<file path="config.mk">
export PLATFORM = sky130hd
export DESIGN_NAME = core_sequencer_flat
export DESIGN_NICKNAME = d
export VERILOG_FILES = /design/src/rtl/core_pkg.sv /design/src/rtl/core_sequencer_if.sv /design/src/rtl/retire_counter.sv /design/src/rtl/core_sequencer.sv /design/src/flat_wrapper.sv
export SDC_FILE = /design/constraint.sdc
export NUM_CORES = 1
export LEC_CHECK = 0
export BUFFER_PORTS_ARGS = -buffer_cell sky130_fd_sc_hd__buf_4
export CAP_MARGIN = 20
export CORE_MARGIN = 3
export CORE_UTILIZATION = 45
export DETAILED_ROUTE_END_ITERATION = 10
export PLACE_DENSITY = 0.79
export SLEW_MARGIN = 20
export SYNTH_ARGS = -nofsm -noshare
export SYNTH_HDL_FRONTEND = slang
export SYNTH_SLANG_ARGS = --single-unit
</file>
<file path="constraint.sdc">
create_clock -name clk -period 6.5 [get_ports clk]
set_input_delay 1.3 -clock clk [delete_from_list [all_inputs] [get_ports clk]]
set_output_delay 1.3 -clock clk [all_outputs]
set_load 0.1 [all_outputs]
</file>
<file path="src/rtl/core_pkg.sv">
// Shared RV32I encodings for the sequencer and decoder: opcodes, FSM states, mux selects.
// No logic beyond the illegal-encoding helper; pure combinational definitions.
package core_pkg;

    localparam logic [6:0] OP_OP     = 7'b0110011;
    localparam logic [6:0] OP_IMM    = 7'b0010011;
    localparam logic [6:0] OP_LOAD   = 7'b0000011;
    localparam logic [6:0] OP_STORE  = 7'b0100011;
    localparam logic [6:0] OP_BRANCH = 7'b1100011;
    localparam logic [6:0] OP_JALR   = 7'b1100111;
    localparam logic [6:0] OP_LUI    = 7'b0110111;
    localparam logic [6:0] OP_AUIPC  = 7'b0010111;
    localparam logic [6:0] OP_JAL    = 7'b1101111;

`ifdef ILLEGAL_TRAP_EN
    typedef enum logic [2:0] {
        ST_FETCH, ST_DECODE, ST_EXECUTE, ST_MEM, ST_WRITEBACK, ST_TRAP
    } state_e;
`else
    typedef enum logic [2:0] {
        ST_FETCH, ST_DECODE, ST_EXECUTE, ST_MEM, ST_WRITEBACK
    } state_e;
`endif

    typedef enum logic [1:0] {
        PC_SEL_PLUS4 = 2'd0,
        PC_SEL_IMM   = 2'd1,
        PC_SEL_JALR  = 2'd2
    } pc_sel_e;

    typedef enum logic [1:0] {
        WB_ALU  = 2'd0,
        WB_LOAD = 2'd1,
        WB_PC4  = 2'd2,
        WB_IMM  = 2'd3
    } wb_sel_e;

    function automatic logic is_illegal(input logic [6:0] op, input logic [2:0] f3);
        logic ill;
        case (op)
            OP_LOAD:   ill = (f3 == 3'd3) || (f3 >= 3'd6);
            OP_STORE:  ill = (f3 > 3'd2);
            OP_BRANCH: ill = (f3 == 3'd2) || (f3 == 3'd3);
            OP_OP, OP_IMM, OP_JALR, OP_LUI, OP_AUIPC, OP_JAL: ill = 1'b0;
            default:   ill = 1'b1;
        endcase
        return ill;
    endfunction

endpackage

</file>
<file path="src/rtl/core_sequencer_if.sv">
// Control/memory-handshake bundle between the sequencer (master) and datapath/memory (slave).
// mem_req is held until mem_ready; no other backpressure.
interface core_sequencer_if;
    logic [6:0] opcode;
    logic [2:0] funct3;
    logic       branch_taken;
    logic       mem_ready;
    logic       mem_req;
    logic       mem_we;
    logic       mem_addr_sel;
    logic       ir_we;
    logic       pc_we;
    logic [1:0] pc_sel;
    logic       rf_we;
    logic [1:0] wb_sel;

    modport master (
        input  opcode, funct3, branch_taken, mem_ready,
        output mem_req, mem_we, mem_addr_sel, ir_we, pc_we, pc_sel, rf_we, wb_sel
    );

    modport slave (
        output opcode, funct3, branch_taken, mem_ready,
        input  mem_req, mem_we, mem_addr_sel, ir_we, pc_we, pc_sel, rf_we, wb_sel
    );
endinterface

</file>
<file path="src/rtl/retire_counter.sv">
// Retired-instruction counter: +1 per enabled cycle, wraps, synchronous reset.
// Count visible one cycle after the enable; no backpressure.
module retire_counter #(
    parameter int W = 32
) (
    input  logic         clk,
    input  logic         rst,
    input  logic         en,
    output logic [W-1:0] count
);
    logic [W-1:0] count_d, count_q;

    always_comb begin
        count_d = count_q;
        if (en) count_d = count_q + {{(W-1){1'b0}}, 1'b1};
    end

    always_ff @(posedge clk) begin
        if (rst) count_q <= '0;
        else     count_q <= count_d;
    end

    assign count = count_q;
endmodule

</file>
<file path="src/rtl/core_sequencer.sv">
// Multi-cycle RV32I control FSM; fetch/decode/execute/mem/writeback, 3-5 cycles plus memory waits.
// Stalls on mem_ready while requesting memory; ILLEGAL_TRAP_EN adds a sticky TRAP state.
module core_sequencer
    import core_pkg::*;
#(
    parameter int INSTRET_W = 32
) (
    input  logic                 clk,
    input  logic                 rst,
    core_sequencer_if.master     cs,
    output logic [INSTRET_W-1:0] instret
`ifdef ILLEGAL_TRAP_EN
    ,
    output logic                 illegal_instr
`endif
);
    state_e         state_d, state_q;
    logic           illegal, is_load, is_store, is_branch;
    logic           mem_req, mem_we, mem_addr_sel, ir_we, pc_we, rf_we;
    pc_sel_e        pc_sel;
    wb_sel_e        wb_sel;
    logic [INSTRET_W-1:0] count;

    assign illegal   = is_illegal(cs.opcode, cs.funct3);
    assign is_load   = (cs.opcode == OP_LOAD);
    assign is_store  = (cs.opcode == OP_STORE);
    assign is_branch = (cs.opcode == OP_BRANCH);

    always_comb begin
        state_d      = state_q;
        mem_req      = 1'b0;
        mem_we       = 1'b0;
        mem_addr_sel = 1'b0;
        ir_we        = 1'b0;
        pc_we        = 1'b0;
        rf_we        = 1'b0;
        pc_sel       = PC_SEL_PLUS4;
        wb_sel       = WB_ALU;
        case (state_q)
            ST_FETCH: begin
                mem_req = 1'b1;
                if (cs.mem_ready) begin
                    ir_we   = 1'b1;
                    state_d = ST_DECODE;
                end
            end
            ST_DECODE: begin
`ifdef ILLEGAL_TRAP_EN
                state_d = illegal ? ST_TRAP : ST_EXECUTE;
`else
                state_d = ST_EXECUTE;
`endif
            end
            ST_EXECUTE: begin
                // Illegal encodings fall through to WRITEBACK as a retiring NOP.
                if (illegal) begin
                    state_d = ST_WRITEBACK;
                end else if (is_branch) begin
                    pc_we   = 1'b1;
                    pc_sel  = cs.branch_taken ? PC_SEL_IMM : PC_SEL_PLUS4;
                    state_d = ST_FETCH;
                end else if (is_load || is_store) begin
                    state_d = ST_MEM;
                end else begin
                    state_d = ST_WRITEBACK;
                end
            end
            ST_MEM: begin
                mem_req      = 1'b1;
                mem_addr_sel = 1'b1;
                mem_we       = is_store;
                if (cs.mem_ready) begin
                    pc_we   = is_store;
                    state_d = is_store ? ST_FETCH : ST_WRITEBACK;
                end
            end
            ST_WRITEBACK: begin
                rf_we   = ~illegal;
                pc_we   = 1'b1;
                state_d = ST_FETCH;
                if (!illegal) begin
                    case (cs.opcode)
                        OP_LOAD: wb_sel = WB_LOAD;
                        OP_JAL:  begin wb_sel = WB_PC4; pc_sel = PC_SEL_IMM;  end
                        OP_JALR: begin wb_sel = WB_PC4; pc_sel = PC_SEL_JALR; end
                        OP_LUI:  wb_sel = WB_IMM;
                        default: wb_sel = WB_ALU;
                    endcase
                end
            end
`ifdef ILLEGAL_TRAP_EN
            ST_TRAP: state_d = ST_TRAP;
`endif
            default: state_d = ST_FETCH;
        endcase
    end

    always_ff @(posedge clk) begin
        if (rst) state_q <= ST_FETCH;
        else     state_q <= state_d;
    end

`ifdef ILLEGAL_TRAP_EN
    logic illegal_instr_d, illegal_instr_q;

    always_comb begin
        illegal_instr_d = illegal_instr_q;
        if (state_q == ST_DECODE && illegal) illegal_instr_d = 1'b1;
    end

    always_ff @(posedge clk) begin
        if (rst) illegal_instr_q <= 1'b0;
        else     illegal_instr_q <= illegal_instr_d;
    end

    assign illegal_instr = illegal_instr_q & ~rst;
`endif

    // Reset masks every output so an abandoned request never reaches the datapath.
    assign cs.mem_req      = mem_req & ~rst;
    assign cs.mem_we       = mem_we & ~rst;
    assign cs.mem_addr_sel = mem_addr_sel & ~rst;
    assign cs.ir_we        = ir_we & ~rst;
    assign cs.pc_we        = pc_we & ~rst;
    assign cs.rf_we        = rf_we & ~rst;
    assign cs.pc_sel       = rst ? 2'b00 : pc_sel;
    assign cs.wb_sel       = rst ? 2'b00 : wb_sel;

    retire_counter #(.W(INSTRET_W)) u_retire (
        .clk   (clk),
        .rst   (rst),
        .en    (cs.pc_we),
        .count (count)
    );

    assign instret = rst ? '0 : count;
endmodule

</file>
<file path="src/flat_wrapper.sv">
// flat-port wrapper written by rule: the top's interface ports become plain ports
module core_sequencer_flat import core_pkg::*;
#(
    parameter int INSTRET_W = 32
)
  (clk, rst, instret, cs_opcode, cs_funct3, cs_branch_taken, cs_mem_ready, cs_mem_req, cs_mem_we, cs_mem_addr_sel, cs_ir_we, cs_pc_we, cs_pc_sel, cs_rf_we, cs_wb_sel);
  core_sequencer_if cs_i ();
  input  logic clk;
  input  logic rst;
  output logic [INSTRET_W-1:0] instret;
  input wire logic [$bits(cs_i.opcode)-1:0] cs_opcode;
  input wire logic [$bits(cs_i.funct3)-1:0] cs_funct3;
  input wire logic [$bits(cs_i.branch_taken)-1:0] cs_branch_taken;
  input wire logic [$bits(cs_i.mem_ready)-1:0] cs_mem_ready;
  output wire logic [$bits(cs_i.mem_req)-1:0] cs_mem_req;
  output wire logic [$bits(cs_i.mem_we)-1:0] cs_mem_we;
  output wire logic [$bits(cs_i.mem_addr_sel)-1:0] cs_mem_addr_sel;
  output wire logic [$bits(cs_i.ir_we)-1:0] cs_ir_we;
  output wire logic [$bits(cs_i.pc_we)-1:0] cs_pc_we;
  output wire logic [$bits(cs_i.pc_sel)-1:0] cs_pc_sel;
  output wire logic [$bits(cs_i.rf_we)-1:0] cs_rf_we;
  output wire logic [$bits(cs_i.wb_sel)-1:0] cs_wb_sel;
  assign cs_i.opcode = cs_opcode;
  assign cs_i.funct3 = cs_funct3;
  assign cs_i.branch_taken = cs_branch_taken;
  assign cs_i.mem_ready = cs_mem_ready;
  assign cs_mem_req = cs_i.mem_req;
  assign cs_mem_we = cs_i.mem_we;
  assign cs_mem_addr_sel = cs_i.mem_addr_sel;
  assign cs_ir_we = cs_i.ir_we;
  assign cs_pc_we = cs_i.pc_we;
  assign cs_pc_sel = cs_i.pc_sel;
  assign cs_rf_we = cs_i.rf_we;
  assign cs_wb_sel = cs_i.wb_sel;
  core_sequencer #(.INSTRET_W(INSTRET_W)) u_core (.clk(clk), .rst(rst), .cs(cs_i), .instret(instret));
endmodule
</file>
# Word-level counts from Yosys, hierarchy flattened
# Cells that the tools add are included.
[word_totals]
reg_bits = 35
output_inout_bits = 42
word_cells = 68
[classes]
reduce_logical = 8
add_sub_neg = 1
bitwise_logic = 8
muxes = 30
magnitude_cmp = 2
eq_ne = 17
[ops]
columns = ["op", "count"]
rows = [
  ["$add A32 B1 Y32 const B", 1],
  ["$mux W32", 1],
  ["$eq A7 B6 Y1 const B", 3],
  ["$eq A7 B7 Y1 const B", 3],
  ["$mux W3", 6],
  ["$eq A7 B5 Y1 const B", 2],
  ["$mux W2", 7],
  ["$eq A3 B2 Y1 const B", 4],
  ["$pmux W3 S4", 1],
  ["$mux W1", 10],
  ["$pmux W2 S2", 2],
  ["$eq A7 B2 Y1 const B", 1],
  ["$and A1 B1 Y1", 6],
  ["$pmux W2 S3", 1],
  ["$reduce_or A6 Y1", 1],
  ["$ne A2 B2 Y1 const B", 2],
  ["$pmux W1 S4", 1],
  ["$reduce_or A2 Y1", 2],
  ["$eq A3 B1 Y1 const B", 1],
  ["$eq A3 B3 Y1 const B", 1],
  ["$ge A3 B3 Y1 const B", 1],
  ["$gt A3 B2 Y1 const B", 1],
  ["$logic_not A3 Y1", 1],
  ["$logic_or A1 B1 Y1", 3],
  ["other kinds (3)", 4],
]

# Logic depth before layout (Yosys ltp)
# Gate-level depths: netlist (run 1).
[logic_depth]
word_depth = 6
depth_mapped = 7
mapped_depth_nobuf = 6

# Hierarchy
# From an unflattened synthesis (run 1), not the netlist that was laid out.
[hier_totals]
hier_cells = 285
area_unflattened_um2 = 2233.4
[by_module_without_submodules]
columns = ["module", "cells_each", "n_inst", "area_each_um2"]
rows = [
  ["retire_counter", 181, 1, 1564.0],
  ["core_sequencer", 104, 1, 669.4],
]

# Worst setup path before layout (run 1)
# OpenSTA, ideal clock, no wires.
[synth_path]
kind = "in2out"
startpoint = "input port cs_opcode[4]"
endpoint = "output port cs_wb_sel[0]"
required_ns = 5.200
arrival_time_ns = 6.958
cell_stages = 5
setup_slack_ns = -1.758
cell_sequence = "nand2b_1 nor3_1 a31oi_1 or4b_1 a2111oi_0"
[synth_between]
elab_chain_cells = 6
word_cells_on_any_way = 16
[synth_rtl]
columns = ["element", "line", "rtl"]
rows = [
  ["start, declared", "flat_wrapper.sv:11", "input wire logic [$bits(cs_i.opcode)-1:0] cs_opcode;"],
  ["$eq A7 B6 Y1 (tied with other cells)", "core_pkg.sv:40", "case (op)"],
  ["$reduce_or A6 Y1 or $reduce_or A2 Y1 (tied branches)", "--", ""],
  ["$pmux W1 S4 or $pmux W2 S3 (tied branches)", "core_pkg.sv:40, core_sequencer.sv:82", ""],
  ["$mux W2 (*)", "core_sequencer.sv:81", "if (!illegal) begin"],
  ["$mux W2 (*)", "core_sequencer.sv:39", "case (state_q)"],
  ["$mux W2 (*)", "core_sequencer.sv:127", "assign cs.wb_sel = rst ? 2'b00 : wb_sel;"],
  ["end, declared", "flat_wrapper.sv:22", "output wire logic [$bits(cs_i.wb_sel)-1:0] cs_wb_sel;"],
]
# Mark *: on every way between the ends. The rest lies on a longest branch, timed or not.

# Final worst setup path (run 1)
[layout_path]
startpoint = "input port cs_opcode[3]"
endpoint = "output port cs_pc_we"
[layout_between]
elab_chain_cells = 6
word_cells_on_any_way = 16
[layout_rtl]
columns = ["element", "line", "rtl"]
rows = [
  ["$eq A7 B6 Y1 (tied with other cells)", "core_pkg.sv:40", ""],
  ["$reduce_or A6 Y1", "core_pkg.sv:40", ""],
  ["$pmux W1 S4", "core_pkg.sv:40", ""],
  ["$mux W1", "core_sequencer.sv:56", "if (illegal) begin"],
  ["$pmux W1 S3 (*)", "core_sequencer.sv:39", ""],
  ["$and A1 B1 Y1 (*)", "core_sequencer.sv:124", "assign cs.pc_we = pc_we & ~rst;"],
  ["end, declared", "flat_wrapper.sv:19", "output wire logic [$bits(cs_i.pc_we)-1:0] cs_pc_we;"],
]
# Marked as above.

==> out/qor.yml, run 1 <==
worst_pin_slew_ns: 0.964
relSlewSlack_pct: 35.1
final_core_util_pct: 59.2
met2_usage_pct: 32.1
synth.ff_latch_count: 35
drt_iter0_drc: 113
synth_area_mm2: 0.00235
min_path_cells: 2
grt_overflow: 0
cts_setup_buffers: 0
syn_inst: 301
ir_drop_v: 0.000111
power.density_mw_per_mm2: 146
p_int_uw: 313
cts_sinks: 35
drc_errors: 0
switching_share_pct: 26.0
p_comb_share_pct: 10.9
busiest_layer: "met2"
cts_made_buffers: 5
clkPwrFrac_pct: 37.7
fin_crit_sh_pct: 69.7
grt_pass1_vias: 2182
initial_core_util_pct: 48.3
worst_r2r_startpoint: "u_core.u_retire.count[7]"
required_ns: 5.20
ant_nets: 0
cts_tree: "yes"
status: "finished clean"
min_period_ns: 4.53
tns_ns: 0
gp_congestion: 0.850
drive_above_1_share_pct: 28.7
finalNonFillerCells: 415
ys_types: 44
routedWlPerCell_um: 13.6
crit_path_start_kind: "primary input"
vias_per_cell: 5.71
synth-seq-area-share_pct: 29.8
hold_path_startpoint: "u_core.u_retire.count[1]"
ys_async_sr_fraction_pct: 0
hpwl_um: 4080
end_kind: "output pin"
ctsResizeCount: 0
final_cell_mix: "57 x buf_4, 44 x nor2_1, 35 x dfxtp_1, 33 x nor2b_1, 28 x a21oi_1"
fin_worst_skew_ns: 0.00376
die_area_mm2: 0.00614
cts.clk_slew.worst_paths_ns: 0.07
reg2reg_depth: 5
dpl_worst_slack_ns: 1.95
dpl_cell_area_mm2: 0.00280
total_leakage_power_uw: 0.00113
avgSynthCellArea_um2: 7.82
r2r_end: "u_core.u_retire.count[31]"
clockBufferDepth: 2
dr.pass1.iters: 4
p_seq_share_pct: 51.5
synth_ff_type: "dfxtp_1"
max_cap_viol_count: 0
path_max_fanout: 33
place_inst: 408
hold_viol_final: 0
die_x_um: 78.3
p_switching_uw: 110
met1_usage_pct: 22.4
grt_start_max_net_pins: 73
io_buffers: 55
clk_latency_ns: 0.29
worst_slack_ns: 1.97
core_area_mm2: 0.00488
area_growth_pct: 22.7
grt_pass1_wl_um: 9450
layout_commonest_cell: "buf_4"
crit_start: "cs_opcode[3]"
report.final.slew_viol_count: 0
io_pins: 56
syn_nets: 316
hold_class: "reg2reg"
htree_num_levels: 2
fin_area_mm2: 0.00289
diodes: 0
reg2reg_slack_ns: 4.20
fmax_mhz: 221
use_met3_pct: 5.05
grtUsageTotal_pct: 18.8
antenna_found_initial: 0
vias: 2371
min_to: "u_core.u_retire.count[1]"
setup_viol: 0
die_h_um: 78.3
row_count: 25
synth_edf_count: 0
arrival_ns: 3.23
ys.warnings.count: 0
cts-root-buf: "clkbuf_8"
wirelength_um: 5660
hold_buffers: 0
rsz0062_at_grt: "false"
worstSetupPathType: "in2out"
final_nets: 363
-- area by class of cell --
class | count | area [µm²]
well taps | 67 | 83.8
repair buffers | 57 | 428
fillers | 476 | 1990
clock inverters | 1 | 5.00
clock buffers | 6 | 82.6
flip-flops and latches | 35 | 701
multi-input cells | 243 | 1570
inverters | 6 | 22.5
-- power by group through the flow --
stage,sequential [µW],clock (µW),combinational [µW]
2_1_floorplan,221,0,34.0
3_3_place_gp,222,0,44.7
3_5_place_dp,223,0,46.0
4_1_cts,218,164,46.1
5_1_grt,218,175,51.1
6_report,218,159,46.1
-- worst max-delay path by stage --
stage | endpoint | slack, ns | cells past startpoint
detailed placement | cs_pc_we | 1.95 | 6
CTS | cs_pc_we | 1.96 | 6
global placement | cs_pc_we | 1.99 | 6
global route | cs_pc_we | 1.85 | 6
finish | cs_pc_we | 1.97 | 6
floorplan | cs_pc_sel[1] | 0.04 | 5
-- state kept, by name (all words and copies together) (netlist names) --
name                   count
u_core.state_q             3
u_core.u_retire.count     32
-- per-layer routing --
layer	routed length (µm)	vias up	part of all wire (%)
met5	0	-	0
met4	70	0	1.2
met1	2410	1122	43
met2	2810	71	50
met3	367	9	6.5
li1	-	1169	-
-- worst max-delay path, stage by stage --
cell and delay [ns]:
buf_4 0.12, nand3b_1 0.26, or2_4 0.33, o41a_4 0.66
a21oi_1 0.23, buf_4 0.32
-- through the flow --
| step | hold WS (ns) | power, µW |
|---|---|---|
| finish | 0.527 | 423 |
| global route | 0.561 | 443 |
| CTS | 0.530 | 428 |
| detailed placement | 0.514 | 269 |
| global placement | 0.491 | 267 |
| floorplan | 0.477 | 255 |
-- Yosys cell counts (2+ instances only) --
library cell   n  area share, %
nor2b_1       33            8.8
mux2_1         3            1.4
nand3_1       16            3.4
nand2b_1       5            1.3
nor3_1         7            1.5
or3_1          2           0.53
and3_1         6            1.6
o21ai_0        5            1.1
nand2_1       19            3.0
nand4_1       11            2.9
nor4_1         5            1.3
clkbuf_1      11            1.8
and4_1         2           0.74
dfxtp_1       35             30
buf_2          4           0.85
and2_1         2           0.53
mux2_2        27             13
a211oi_1       4            1.3
nor2_1        44            7.0
nand3b_1       2           0.64
a21oi_1       28            6.0
a211oi_2       3            1.6
inv_1          6           0.96
-- cell families after synthesis --
logic type	count (synthesis)	share of synthesized area [%]
DFF	35	29.8
xor gates and xnor gates	1	0.372
muxes	30	14.3
buffers and inverters	23	4.20
AOI/OAI and AO/OA	52	15.5
and+or+nand+nor	159	35.3
adders and majority gates	1	0.531
Power figures use the tool's default switching activity.
==> run 2: changes to the inputs <==
Settings changed: ABC_AREA set to 1, PLACE_DENSITY 0.79 to 0.81.
Clock period 6.5 ns to 4 ns, I/O delays scaled along.
==> run 2 against run 1 <==
  * Hold slack lost 0.041 ns
  * Clock skew grew 0.0021 ns
  * Area after synthesis grew 3.3%
  * Critical path type unchanged
  * Largest cell class unchanged
  * Highest routed layer unchanged
==> out/qor.yml, run 2 <==
status: "finished clean"
drc_errors: 0  # unchanged
grt_start_max_net_pins: 63  # -14%
relSlewSlack_pct: 58.9  # +24 points
grt_pass1_wl_um: 9090  # -3.8%
io_pins: 56  # unchanged
clk_latency_ns: 0.29  # about the same
drt_iter0_drc: 110  # -2.7%
dpl_cell_area_mm2: 0.00285  # +2.1%
vias: 2595  # +9.4%
place_inst: 527  # +29%
ir_drop_v: 0.000230  # +110%
cts_sinks: 35  # unchanged
fin_area_mm2: 0.00295  # +2.2%
cts_setup_buffers: 0  # unchanged
setup_viol: 0  # unchanged
grt_pass1_vias: 2256  # +3.4%
synth-seq-area-share_pct: 28.8  # -0.95 points
rsz0062_at_grt: "false"
ys_async_sr_fraction_pct: 0  # unchanged
min_path_cells: 2  # unchanged
end_kind: "output pin"
final_core_util_pct: 57.1  # -2.1 points
clkPwrFrac_pct: 37.1  # -0.6 points
switching_share_pct: 28.8  # +2.8 points
htree_num_levels: 2  # unchanged
core_area_mm2: 0.00517  # +6.0%
cts-root-buf: "clkbuf_8"
yosys.area.top_type_share_pct: 28.8  # -0.95 points
total_leakage_power_uw: 0.00136  # +21%
r2r_end: "u_core.u_retire.count[23]"
die_x_um: 79.5  # +1.5%
path_max_fanout: 4  # -88%
die_area_mm2: 0.00632  # +3.0%
ctsResizeCount: 0  # unchanged
die_h_um: 79.5  # +1.5%
routedWlPerCell_um: 10.0  # -26%
synth_edf_count: 0  # unchanged
reg2reg_depth: 9  # +4
largest_register_ffs: 32  # unchanged
syn_inst: 415  # +38%
arrival_ns: 2.26  # -0.97 ns
antenna_found_initial: 0  # unchanged
ys.warnings.count: 0  # unchanged
ys_types: 28  # -36%
worst_pin_slew_ns: 0.616  # -0.348 ns
report.final.slew_viol_count: 0  # unchanged
drive_above_1_share_pct: 19.6  # -9.2 points
max_cap_viol_count: 0  # unchanged
crit_path_start_kind: "primary input"
wirelength_um: 5370  # -5.0%
p_switching_uw: 219  # +100%
cts.clk_slew.worst_paths_ns: 0.07  # about the same
grt_overflow: 0  # unchanged
gp_congestion: 0.877  # +3.3%
fin_crit_sh_pct: 76.5
final_cell_mix: "97 x nor2_1, 85 x nand2_1, 64 x inv_1, 56 x buf_4, 38 x nand3_1"
cts_made_buffers: 5  # unchanged
p_int_uw: 543  # +74%
vias_per_cell: 4.85  # -15%
yosys-top-cells-count: "97 x nor2_1, 85 x nand2_1, 64 x inv_1"
hpwl_um: 4000  # -1.8%
synth.ff_latch_count: 35  # unchanged
power.density_mw_per_mm2: 258  # +76%
io_buffers: 55  # unchanged
syn_nets: 430  # +36%
initial_core_util_pct: 47.0  # -1.2 points
synth_ff_type: "dfxtp_1"
holdWs_ns: 0.486  # -0.0414 ns
area_growth_pct: 21.5
yosys-top-cells-area: "dfxtp_1 29%, nor2_1 15%, nand2_1 13%, inv_1 9.9%, nand3_1 7.8%"
avgSynthCellArea_um2: 5.86  # -25%
yosys.area.top_type: "dfxtp_1"
clockBufferDepth: 2  # unchanged
row_count: 26  # +4.0%
fin_worst_skew_ns: 0.00586  # +0.00210 ns
grtUsageTotal_pct: 17.5  # -1.2 points
yosysMostFrequentCell: "nor2_1"
min_period_ns: 3.06
worst_r2r_startpoint: "u_core.state_q[1]"
p_seq_share_pct: 46.9  # -4.6 points
finalNonFillerCells: 535  # +29%
final_nets: 479  # +32%
required_ns: 3.20  # -2.00 ns
p_comb_share_pct: 16.0  # +5.1 points
ant_nets: 0  # unchanged
hold_class: "reg2reg"
min_to: "u_core.u_retire.count[22]"
layout_commonest_cell: "nor2_1"
cts_tree: "yes"
hold_path_startpoint: "u_core.u_retire.count[22]"
reg2reg_slack_ns: 1.95  # -2.25 ns
diodes: 0  # unchanged
tns_ns: 0  # unchanged
fmax_mhz: 327
worstSetupPathType: "in2out"
hold_buffers: 0  # unchanged
synth_area_mm2: 0.00243  # +3.3%
hold_viol_final: 0  # unchanged
dr.pass1.iters: 4  # unchanged
[run 2: cell types whose count changed after synthesis, moves of 6 or more]
cell	before	now
nor2_1	44	97
clkbuf_1	11	5
nand4_1	11	5
nand3_2	0	6
nand3_1	16	38
nand2_1	19	85
nor2b_1	33	0
mux2_2	27	0
and3_1	6	0
inv_1	6	64
[run 2: stage by stage]
stage	setup slack [ns]	power [µW]
after floorplan	0.197	464
after global placement	0.974	485
after detailed placement	0.926	487
after CTS	0.917	770
after global routing	0.747	796
final	0.940	763
[run 2: final cells by class]
| class | instances | area [µm²] |
|---|---|---|
| clock buffers | 8 | 100 |
| fillers | 522 | 2220 |
| multi-input cells | 296 | 1380 |
| well taps | 70 | 87.6 |
| flip-flops and latches | 35 | 701 |
| inverters | 70 | 263 |
| repair buffers | 56 | 420 |
[run 2: worst max path at each step]
stage	from	endpoint	slack, ns	depth (start not counted)
after global placement	cs_opcode[2]	cs_pc_sel[1]	0.97	13
after floorplan	cs_opcode[1]	cs_pc_sel[0]	0.20	10
after detailed placement	cs_opcode[2]	cs_pc_sel[1]	0.93	13
final	cs_opcode[2]	cs_pc_sel[1]	0.94	13
after global routing	cs_opcode[2]	cs_pc_sel[1]	0.75	13
after CTS	cs_opcode[2]	cs_pc_sel[1]	0.92	13
[run 2: metal layers]
metal  up-vias  part of all wire (%)  GRT usage, %  wire (µm)
li1       1389                     -             -          -
met1      1141                    44          19.6       2380
met2        61                    49          31.7       2620
met3         4                   6.2          4.74        331
met4         0                  0.89          6.01         48
met5         -                     0             0          0
[run 2: cell families (layout without fill, tap and decap cells)]
logic type      Yosys count  in the layout  synth area share, %
fa+ha+maj                 1              1                0.514
buf+inv                  84            134                 15.0
flops                    35             35                 28.8
simple gates            257            257                 47.7
compound gates           38             38                 7.97
[run 2: critical path, cell delays in order]
cell	delay [ns]
buf_4	0.12
inv_1	0.06
nand2_1	0.08
nor2_4	0.13
nand2_2	0.08
nand2_1	0.06
nand3_1	0.06
nand2_1	0.09
nand2_1	0.07
inv_1	0.08
nand4_1	0.16
nor3_2	0.15
buf_4	0.31
[run 2: power groups by stage]
stage | combinational (µW) | clock (µW) | sequential [µW]
2_1_floorplan | 99.5 | 0 | 365
3_3_place_gp | 119 | 0 | 365
3_5_place_dp | 122 | 0 | 365
4_1_cts | 122 | 291 | 357
5_1_grt | 133 | 305 | 358
6_report | 122 | 283 | 358
